`src/rtl/bar2_rd_completer.sv`:
```
// rtl/bar2_rd_completer.sv - BAR2 single-dword memory-read completer
//
// Purpose: watches the TRN RX stream for single-dword memory reads that hit
// BAR2, queues up to two of them, and answers each with a two-beat CplD on
// the TRN TX stream after winning the TX arbiter. The readback exposes the
// interrupt enable flag and interrupt period register.
//
// Configuration: define BAR2_RD64_EN to also accept 64-bit address MRd.
//
// Ports:
//   trn_clk, reset_n              clock, asynchronous active-low reset
//   trn_rd .. trn_rdst_rdy_n      TRN RX stream (monitored only)
//   trn_rbar_hit_n                BAR hit vector, bit 2 low selects this block
//   interrupts_enabled            live interrupt enable flag
//   interrupt_period              live interrupt period register
//   completer_id                  {bus, device, function} for the CplD header
//   cpl_req / cpl_gnt             TX arbiter request / grant
//   trn_td .. trn_tsrc_dsc_n      TRN TX stream driven by this block
//   trn_tdst_rdy_n                TX sink ready
//   cpl_overflow                  sticky, set when a read had to be dropped
module bar2_rd_completer (
  input  logic        trn_clk,
  input  logic        reset_n,
  input  logic [63:0] trn_rd,
  input  logic [7:0]  trn_rrem_n,
  input  logic        trn_rsof_n,
  input  logic        trn_reof_n,
  input  logic        trn_rsrc_rdy_n,
  input  logic        trn_rdst_rdy_n,
  input  logic [6:0]  trn_rbar_hit_n,
  input  logic        interrupts_enabled,
  input  logic [31:0] interrupt_period,
  input  logic [15:0] completer_id,
  output logic        cpl_req,
  input  logic        cpl_gnt,
  output logic [63:0] trn_td,
  output logic [7:0]  trn_trem_n,
  output logic        trn_tsof_n,
  output logic        trn_teof_n,
  output logic        trn_tsrc_rdy_n,
  output logic        trn_tsrc_dsc_n,
  input  logic        trn_tdst_rdy_n,
  output logic        cpl_overflow
);

  typedef struct packed {
    logic [2:0]  tc;
    logic [1:0]  attr;
    logic [15:0] req_id;
    logic [7:0]  tag;
    logic [5:0]  offset;
    logic [6:0]  lower;
  } entry_t;

  typedef enum logic { R_IDLE, R_ADDR } rx_state_t;
  typedef enum logic [1:0] { T_IDLE, T_REQ, T_QW0, T_QW1 } tx_state_t;

  // Only part of the RX beat matters; the rest is folded away here.
  logic unused_inputs;
  assign unused_inputs = ^{trn_rrem_n, trn_reof_n, trn_rd, trn_rbar_hit_n,
                           interrupt_period[31:30]};

  // ---------------- RX request decode ----------------
  rx_state_t   rx_state, rx_state_nxt;
  logic        rx_valid, rx_is_mrd32, rx_is_mrd64, hdr_ok, push;
  logic [2:0]  hdr_tc;
  logic [1:0]  hdr_attr;
  logic [15:0] hdr_req_id;
  logic [7:0]  hdr_tag;
  entry_t      push_entry;

  assign rx_valid    = !trn_rsrc_rdy_n && !trn_rdst_rdy_n;
  assign rx_is_mrd32 = (trn_rd[62:56] == 7'b0000000);
`ifdef BAR2_RD64_EN
  logic hdr_is64;
  assign rx_is_mrd64 = (trn_rd[62:56] == 7'b0100000);
`else
  assign rx_is_mrd64 = 1'b0;
`endif
  assign hdr_ok = rx_valid && !trn_rsof_n && !trn_rbar_hit_n[2] &&
                  (rx_is_mrd32 || rx_is_mrd64) && (trn_rd[41:32] == 10'd1);

  always_comb begin
    rx_state_nxt = rx_state;
    push         = 1'b0;
    case (rx_state)
      R_IDLE: if (hdr_ok) rx_state_nxt = R_ADDR;
      R_ADDR: if (rx_valid) begin
        push         = 1'b1;
        rx_state_nxt = R_IDLE;
      end
      default: rx_state_nxt = R_IDLE;
    endcase
  end

  always_comb begin
    push_entry.tc     = hdr_tc;
    push_entry.attr   = hdr_attr;
    push_entry.req_id = hdr_req_id;
    push_entry.tag    = hdr_tag;
    push_entry.offset = trn_rd[39:34];
    push_entry.lower  = trn_rd[38:32];
`ifdef BAR2_RD64_EN
    // A 4DW header puts the low address dword in the lower half of beat 2.
    if (hdr_is64) begin
      push_entry.offset = trn_rd[7:2];
      push_entry.lower  = trn_rd[6:0];
    end
`endif
  end

  always_ff @(posedge trn_clk or negedge reset_n) begin
    if (!reset_n) begin
      rx_state   <= R_IDLE;
      hdr_tc     <= 3'd0;
      hdr_attr   <= 2'd0;
      hdr_req_id <= 16'd0;
      hdr_tag    <= 8'd0;
`ifdef BAR2_RD64_EN
      hdr_is64   <= 1'b0;
`endif
    end else begin
      rx_state <= rx_state_nxt;
      if (rx_state == R_IDLE && hdr_ok) begin
        hdr_tc     <= trn_rd[54:52];
        hdr_attr   <= trn_rd[45:44];
        hdr_req_id <= trn_rd[31:16];
        hdr_tag    <= trn_rd[15:8];
`ifdef BAR2_RD64_EN
        hdr_is64   <= rx_is_mrd64;
`endif
      end
    end
  end

  // ---------------- 2-deep request FIFO ----------------
  entry_t     fifo_mem [2];
  logic       wr_ptr, rd_ptr, pop, push_ok, fifo_empty, fifo_full;
  logic [1:0] fifo_cnt;
  entry_t     head;

  assign fifo_empty = (fifo_cnt == 2'd0);
  assign fifo_full  = (fifo_cnt == 2'd2);
  // A pop in the same cycle frees the slot, so a full FIFO still accepts.
  assign push_ok    = push && (!fifo_full || pop);
  assign head       = fifo_mem[rd_ptr];

  always_ff @(posedge trn_clk) begin
    if (push_ok) fifo_mem[wr_ptr] <= push_entry;
  end

  always_ff @(posedge trn_clk or negedge reset_n) begin
    if (!reset_n) begin
      wr_ptr       <= 1'b0;
      rd_ptr       <= 1'b0;
      fifo_cnt     <= 2'd0;
      cpl_overflow <= 1'b0;
    end else begin
      if (push_ok) wr_ptr <= ~wr_ptr;
      if (pop)     rd_ptr <= ~rd_ptr;
      case ({push_ok, pop})
        2'b10:   fifo_cnt <= fifo_cnt + 2'd1;
        2'b01:   fifo_cnt <= fifo_cnt - 2'd1;
        default: fifo_cnt <= fifo_cnt;
      endcase
      if (push && !push_ok) cpl_overflow <= 1'b1;
    end
  end

  // ---------------- TX completion ----------------
  tx_state_t   tx_state, tx_state_nxt;
  logic        tx_accept, req_nxt, sof_nxt, eof_nxt, rdy_nxt;
  logic [63:0] td_nxt, qw0, qw1;
  logic [31:0] readback;

  assign tx_accept = !trn_tsrc_rdy_n && !trn_tdst_rdy_n;

  always_comb begin
    case (head.offset)
      6'b001000: readback = {31'b0, interrupts_enabled};
      6'b001010: readback = {interrupt_period[29:0], 2'b00};
      default:   readback = 32'h0;
    endcase
  end

  assign qw0 = {1'b0, 2'b10, 5'b01010, 1'b0, head.tc, 4'b0, 1'b0, 1'b0,
                head.attr, 2'b0, 10'd1,
                completer_id, 3'b000, 1'b0, 12'd4};
  // Payload goes out byte-swapped: the link is little-endian per dword.
  assign qw1 = {head.req_id, head.tag, 1'b0, head.lower,
                readback[7:0], readback[15:8], readback[23:16], readback[31:24]};

  always_comb begin
    tx_state_nxt = tx_state;
    req_nxt      = cpl_req;
    td_nxt       = trn_td;
    sof_nxt      = trn_tsof_n;
    eof_nxt      = trn_teof_n;
    rdy_nxt      = trn_tsrc_rdy_n;
    pop          = 1'b0;
    case (tx_state)
      T_IDLE: if (!fifo_empty) begin
        req_nxt      = 1'b1;
        tx_state_nxt = T_REQ;
      end
      T_REQ: if (cpl_gnt) begin
        tx_state_nxt = T_QW0;
        td_nxt       = qw0;
        sof_nxt      = 1'b0;
        eof_nxt      = 1'b1;
        rdy_nxt      = 1'b0;
      end
      T_QW0: if (tx_accept) begin
        tx_state_nxt = T_QW1;
        td_nxt       = qw1;
        sof_nxt      = 1'b1;
        eof_nxt      = 1'b0;
      end
      T_QW1: if (tx_accept) begin
        tx_state_nxt = T_IDLE;
        pop          = 1'b1;
        req_nxt      = 1'b0;
        td_nxt       = 64'h0;
        eof_nxt      = 1'b1;
        rdy_nxt      = 1'b1;
      end
      default: tx_state_nxt = T_IDLE;
    endcase
  end

  always_ff @(posedge trn_clk or negedge reset_n) begin
    if (!reset_n) begin
      tx_state       <= T_IDLE;
      cpl_req        <= 1'b0;
      trn_td         <= 64'h0;
      trn_tsof_n     <= 1'b1;
      trn_teof_n     <= 1'b1;
      trn_tsrc_rdy_n <= 1'b1;
    end else begin
      tx_state       <= tx_state_nxt;
      cpl_req        <= req_nxt;
      trn_td         <= td_nxt;
      trn_tsof_n     <= sof_nxt;
      trn_teof_n     <= eof_nxt;
      trn_tsrc_rdy_n <= rdy_nxt;
    end
  end

  assign trn_trem_n     = 8'h00;
  assign trn_tsrc_dsc_n = 1'b1;

endmodule

```
`config.mk`:
```
export PLATFORM = sky130hd
export DESIGN_NAME = bar2_rd_completer
export DESIGN_NICKNAME = d
export VERILOG_FILES = /design/src/rtl/bar2_rd_completer.sv
export SDC_FILE = /design/constraint.sdc
export NUM_CORES = 1
export LEC_CHECK = 0
export CORE_ASPECT_RATIO = 1.4
export CORE_MARGIN = 2
export CORE_UTILIZATION = 33
export CTS_CLUSTER_DIAMETER = 200
export CTS_CLUSTER_SIZE = 16
export DETAILED_ROUTE_END_ITERATION = 7
export PLACE_DENSITY = 0.64
export SLEW_MARGIN = 20
export SYNTH_ARGS = -nofsm -noshare
export SYNTH_HDL_FRONTEND = slang
export SYNTH_SLANG_ARGS = --single-unit
```
`constraint.sdc`:
```
create_clock -name trn_clk -period 3.8 [get_ports trn_clk]
set_input_delay 0.38 -clock trn_clk [delete_from_list [all_inputs] [get_ports trn_clk]]
set_output_delay 0.38 -clock trn_clk [all_outputs]
set_load 0.02 [all_outputs]
```
==> results.txt <==
----------------------------------------------------
[Route]
  Post-Route WL ... about 16000 µm
  Number of iterations in the first detailed-routing pass ... 4
  Routed vias/inst ... 4.78
  Residual DRC ... 0
  Total via count in the routed design ... roughly 4500
  Post-detailed-route count of antenna-violating nets ... 0
  Initial detailed-routing violation count ... roughly 160
  Routed WL per cell ... between 15 and 20 µm

[Synth]
  Most instantiated flip-flop cell in the synthesis netlist ... sky130_fd_sc_hd__dfrtp_1
  Mean Syn Cell Area ... between 10 and 15 µm²
  Number of distinct library cells after synthesis ... 44
  Cells taking the most area after synthesis ... sky130_fd_sc_hd__dfrtp_1 36%, sky130_fd_sc_hd__edfxtp_1 32%, sky130_fd_sc_hd__mux2_2 5.4%, sky130_fd_sc_hd__mux2i_1 4.4%, sky130_fd_sc_hd__nand2_1 3.4%
  Proportion of synthesized chip area in sequential cells ... 68.5%
  Commonest cells post-synth ... 101 x sky130_fd_sc_hd__dfrtp_1, 74 x sky130_fd_sc_hd__edfxtp_1, 63 x sky130_fd_sc_hd__nand2_1, 34 x sky130_fd_sc_hd__mux2_2
  Most repeated cell in the gate-level netlist after synthesis ... sky130_fd_sc_hd__dfrtp_1
  Proportion of register bits with asynchronous set or reset after synthesis ... around three fifths
  Synthesized netlist cell count ... approximately 500
  Yosys warns ... 0
  Netlist area before placement ... approximately 7000 µm²
  Top cell type's share of synthesized area ... 35.9%
  Register bit total from synthesis ... 178
  Library cell with the largest summed area after synthesis ... sky130_fd_sc_hd__dfrtp_1
  Number of synthesized flops with an enable pin ... 74

[Global route]
  Pin count of the biggest net entering global routing ... 60
  Grt ovf ... 0
  First-pass GRT wire length ... about 24000 µm
  Number of global-route vias before repair ... around 4800
  Initial antenna violation count ... 0
  GR Util All Layers ... between 10% and 20%

[Timing]
  Final hold slack ... 24.9 ps
  Total Negative Setup Slacks ... 0 ps
  Count of final hold-check violations ... 0
  Slew HR ... a little under half
  Worst Slack Setup Final ... 997 ps
  Transition time at the pin with the least slew margin ... 799 ps
  Worst Clk Skew ... about 8 ps
  Unrepaired setup endpoints after global routing ... false
  Final setup violation count ... 0
  Post-layout minimum cycle time ... ~2800 ps
  Upper clock frequency limit ... 357 MHz
  Portion of the clock cycle consumed by the worst path in the final layout ... approximately three quarters
  Pins over their slew limit ... 0

[Placed design]
  DP Worst Slack ... approximately 900 ps
  Placed instance area ... 8990 µm²
  Placer's final routability congestion estimate ... 0.728
  DP HPWL ... between 10000 and 15000 µm
  IO Port Bufs ... ~170

[Clock network]
  H-tree level count ... 4
  Hold_buf cts ... 0
  Clk pin slew, worst setup/hold paths ... about 70 ps
  Number of gates resized after CTS ... 0
  Clk_lat worst skew ... between 400 and 500 ps
  Post-CTS repair timing setup buffer count ... 0
  Number of buffers created by CTS ... 17
  TritonCTS clock tree ... done
  Largest buffer count on any clock path ... 2
  Total number of clock tree sinks ... 178
  Master cell of the clock root buffer ... sky130_fd_sc_hd__clkbuf_16

[Worst setup path]
  WP data required ... 4110 ps
  Cells on worst reg2reg path ... 7
  Nature of the critical path startpoint ... register
  Critical-path maximum fanout ... 19
  Worst Setup Path Type ... reg -> reg
  Endpoint of the worst-slack reg-to-reg timing path ... trn_td[59]$_DFFE_PN0P_
  Startpoint of the most critical register-to-register path ... tx_state[0]$_DFFE_PN0P_
  Type of destination of the critical path ... register
  Arrival time of data at the critical path endpoint ... 3110 ps
  R2R Setup Slk ... 1000 ps

[Cells and area]
  Count of filler cells inserted in the layout ... between 1500 and 2000
  Share of cells above drive strength 1 ... around 13%
  Final std cell area, no fill ... 9580 µm²
  Number of antenna diodes ... 0
  Combined area of the multi-input logic cells ... a little over 2000 µm²
  FF/Latch Area ... slightly below 5000 µm²
  Net count of the finished layout ... roughly 810
  Area added between synthesis and finish ... 36.0%

[Floorplan]
  Die extent in x ... roughly 130 µm
  Std-Cell Rows ... between 60 and 70
  Floorplan core area ... around 21000 µm²
  Die outline height ... 177 µm
  I/O pin total ... approximately 210
  DIE AREA ... about 23000 µm²
  Initial cell density of the core ... 33.5%

[Pwr]
  Cell Pwr Density ... 664 nW/µm²
  Worst IR drop on VDD ... just under 0.4 mV
  Static Leak ... 3.99 nW
  Post-layout power ... between 0.006 and 0.007 W

[Job]
  Max-cap check violation count ... 0

[Run status]
  Run status ... complete, no violations

[Hold path]
  Hold crit path type ... in -> async

----------------------------------------------------
[cell usage in the layout (no fill, tap or decap), drive strengths merged, types with 10 or more instances in the layout]
cell	netlist	layout
a21oi	11	11
o21ai	32	32
inv	5	11
nand3	16	16
mux2i	31	31
clkdlybuf4s50	0	167
conb	2	10
clkbuf	11	19
a22o	16	16
buf	24	11
nor2	18	18
edfxtp	74	74
dfrtp	101	101
mux2	34	34
nand2	63	63
o211ai	15	15
[power by group]
group	internal, W	leakage (nW)	switching, W
combinational	0.000936	1.51	0.00124
sequential	0.00227	2.20	0.000204
clock	0.000946	0.275	0.000761
total	0.00415	3.99	0.00220
[how the worst max path moves through the flow]
stage / startpoint / endpoint / slack, ps / cells after the start
finish: tx_state[0]$_DFFE_PN0P_ / trn_td[59]$_DFFE_PN0P_ / 1000 / 7
floorplan: tx_state[0]$_DFFE_PN0P_ / fifo_mem[0][0]$_DFFE_PP_ / 400 / 5
global route: tx_state[0]$_DFFE_PN0P_ / trn_td[62]$_DFFE_PN0P_ / 740 / 7
detailed placement: trn_tdst_rdy_n / fifo_mem[0][16]$_DFFE_PP_ / 900 / 6
global placement: trn_tdst_rdy_n / fifo_mem[1][7]$_DFFE_PP_ / 940 / 6
CTS: tx_state[0]$_DFFE_PN0P_ / trn_td[59]$_DFFE_PN0P_ / 930 / 7
[worst max-delay path, stage by stage, from the launching register on]
cell and delay [ps]:
sky130_fd_sc_hd__dfrtp_1 410, sky130_fd_sc_hd__inv_1 100, sky130_fd_sc_hd__ha_1 630, sky130_fd_sc_hd__nor2_2 340, sky130_fd_sc_hd__o211ai_4 600, sky130_fd_sc_hd__buf_4 350, sky130_fd_sc_hd__a211oi_1 80, sky130_fd_sc_hd__a21o_1 190
[kinds of logic (layout without fill, tap and decap cells)]
group	Yosys count	after routing	share of synthesized area, %
xor gates and xnor gates	5	5	0.622
adders and majority gates	5	5	0.888
DFF	178	178	68.5
and+or+nand+nor	119	119	7.80
muxes	65	65	9.84
other	2	10	0.107
AOI/OAI and AO/OA	88	88	8.67
buffers and inverters	40	215	3.53
[registers in the layout (all words and copies together), names as in the netlist]
signal / flops
rx_state: 1
hdr_req_id: 16
trn_tsof_n: 1
rd_ptr: 1
wr_ptr: 1
cpl_overflow: 1
hdr_tag: 8
tx_state: 2
fifo_cnt: 2
fifo_mem: 74
trn_teof_n: 1
hdr_tc: 3
cpl_req: 1
trn_td: 63
trn_tsrc_rdy_n: 1
hdr_attr: 2
[layer usage]
layer | GRT usage [%] | up-vias | part of all wire (%)
met5 | 0 | - | 0
met4 | 5.86 | 0 | 2.7
met3 | 3.30 | 21 | 4.8
met2 | 25.2 | 146 | 52
met1 | 16.2 | 2198 | 41
li1 | - | 2149 | -
[per-stage QoR]
step	utilization (%)	cells
finish	45.5	945
global route	45.5	945
CTS	45.5	945
detailed placement	42.7	913
global placement	42.7	913
floorplan	-	510
[layout make-up]
cell class              instances  share of cell area, %
flip-flops and latches        178                   50.4
multi-input cells             292                   21.2
repair buffers                178                   18.7
clock buffers                  19                   4.62
well taps                     260                   3.40
clock inverters                13                   1.51
inverters                       5                  0.196
Power figures use the tool's default switching activity.
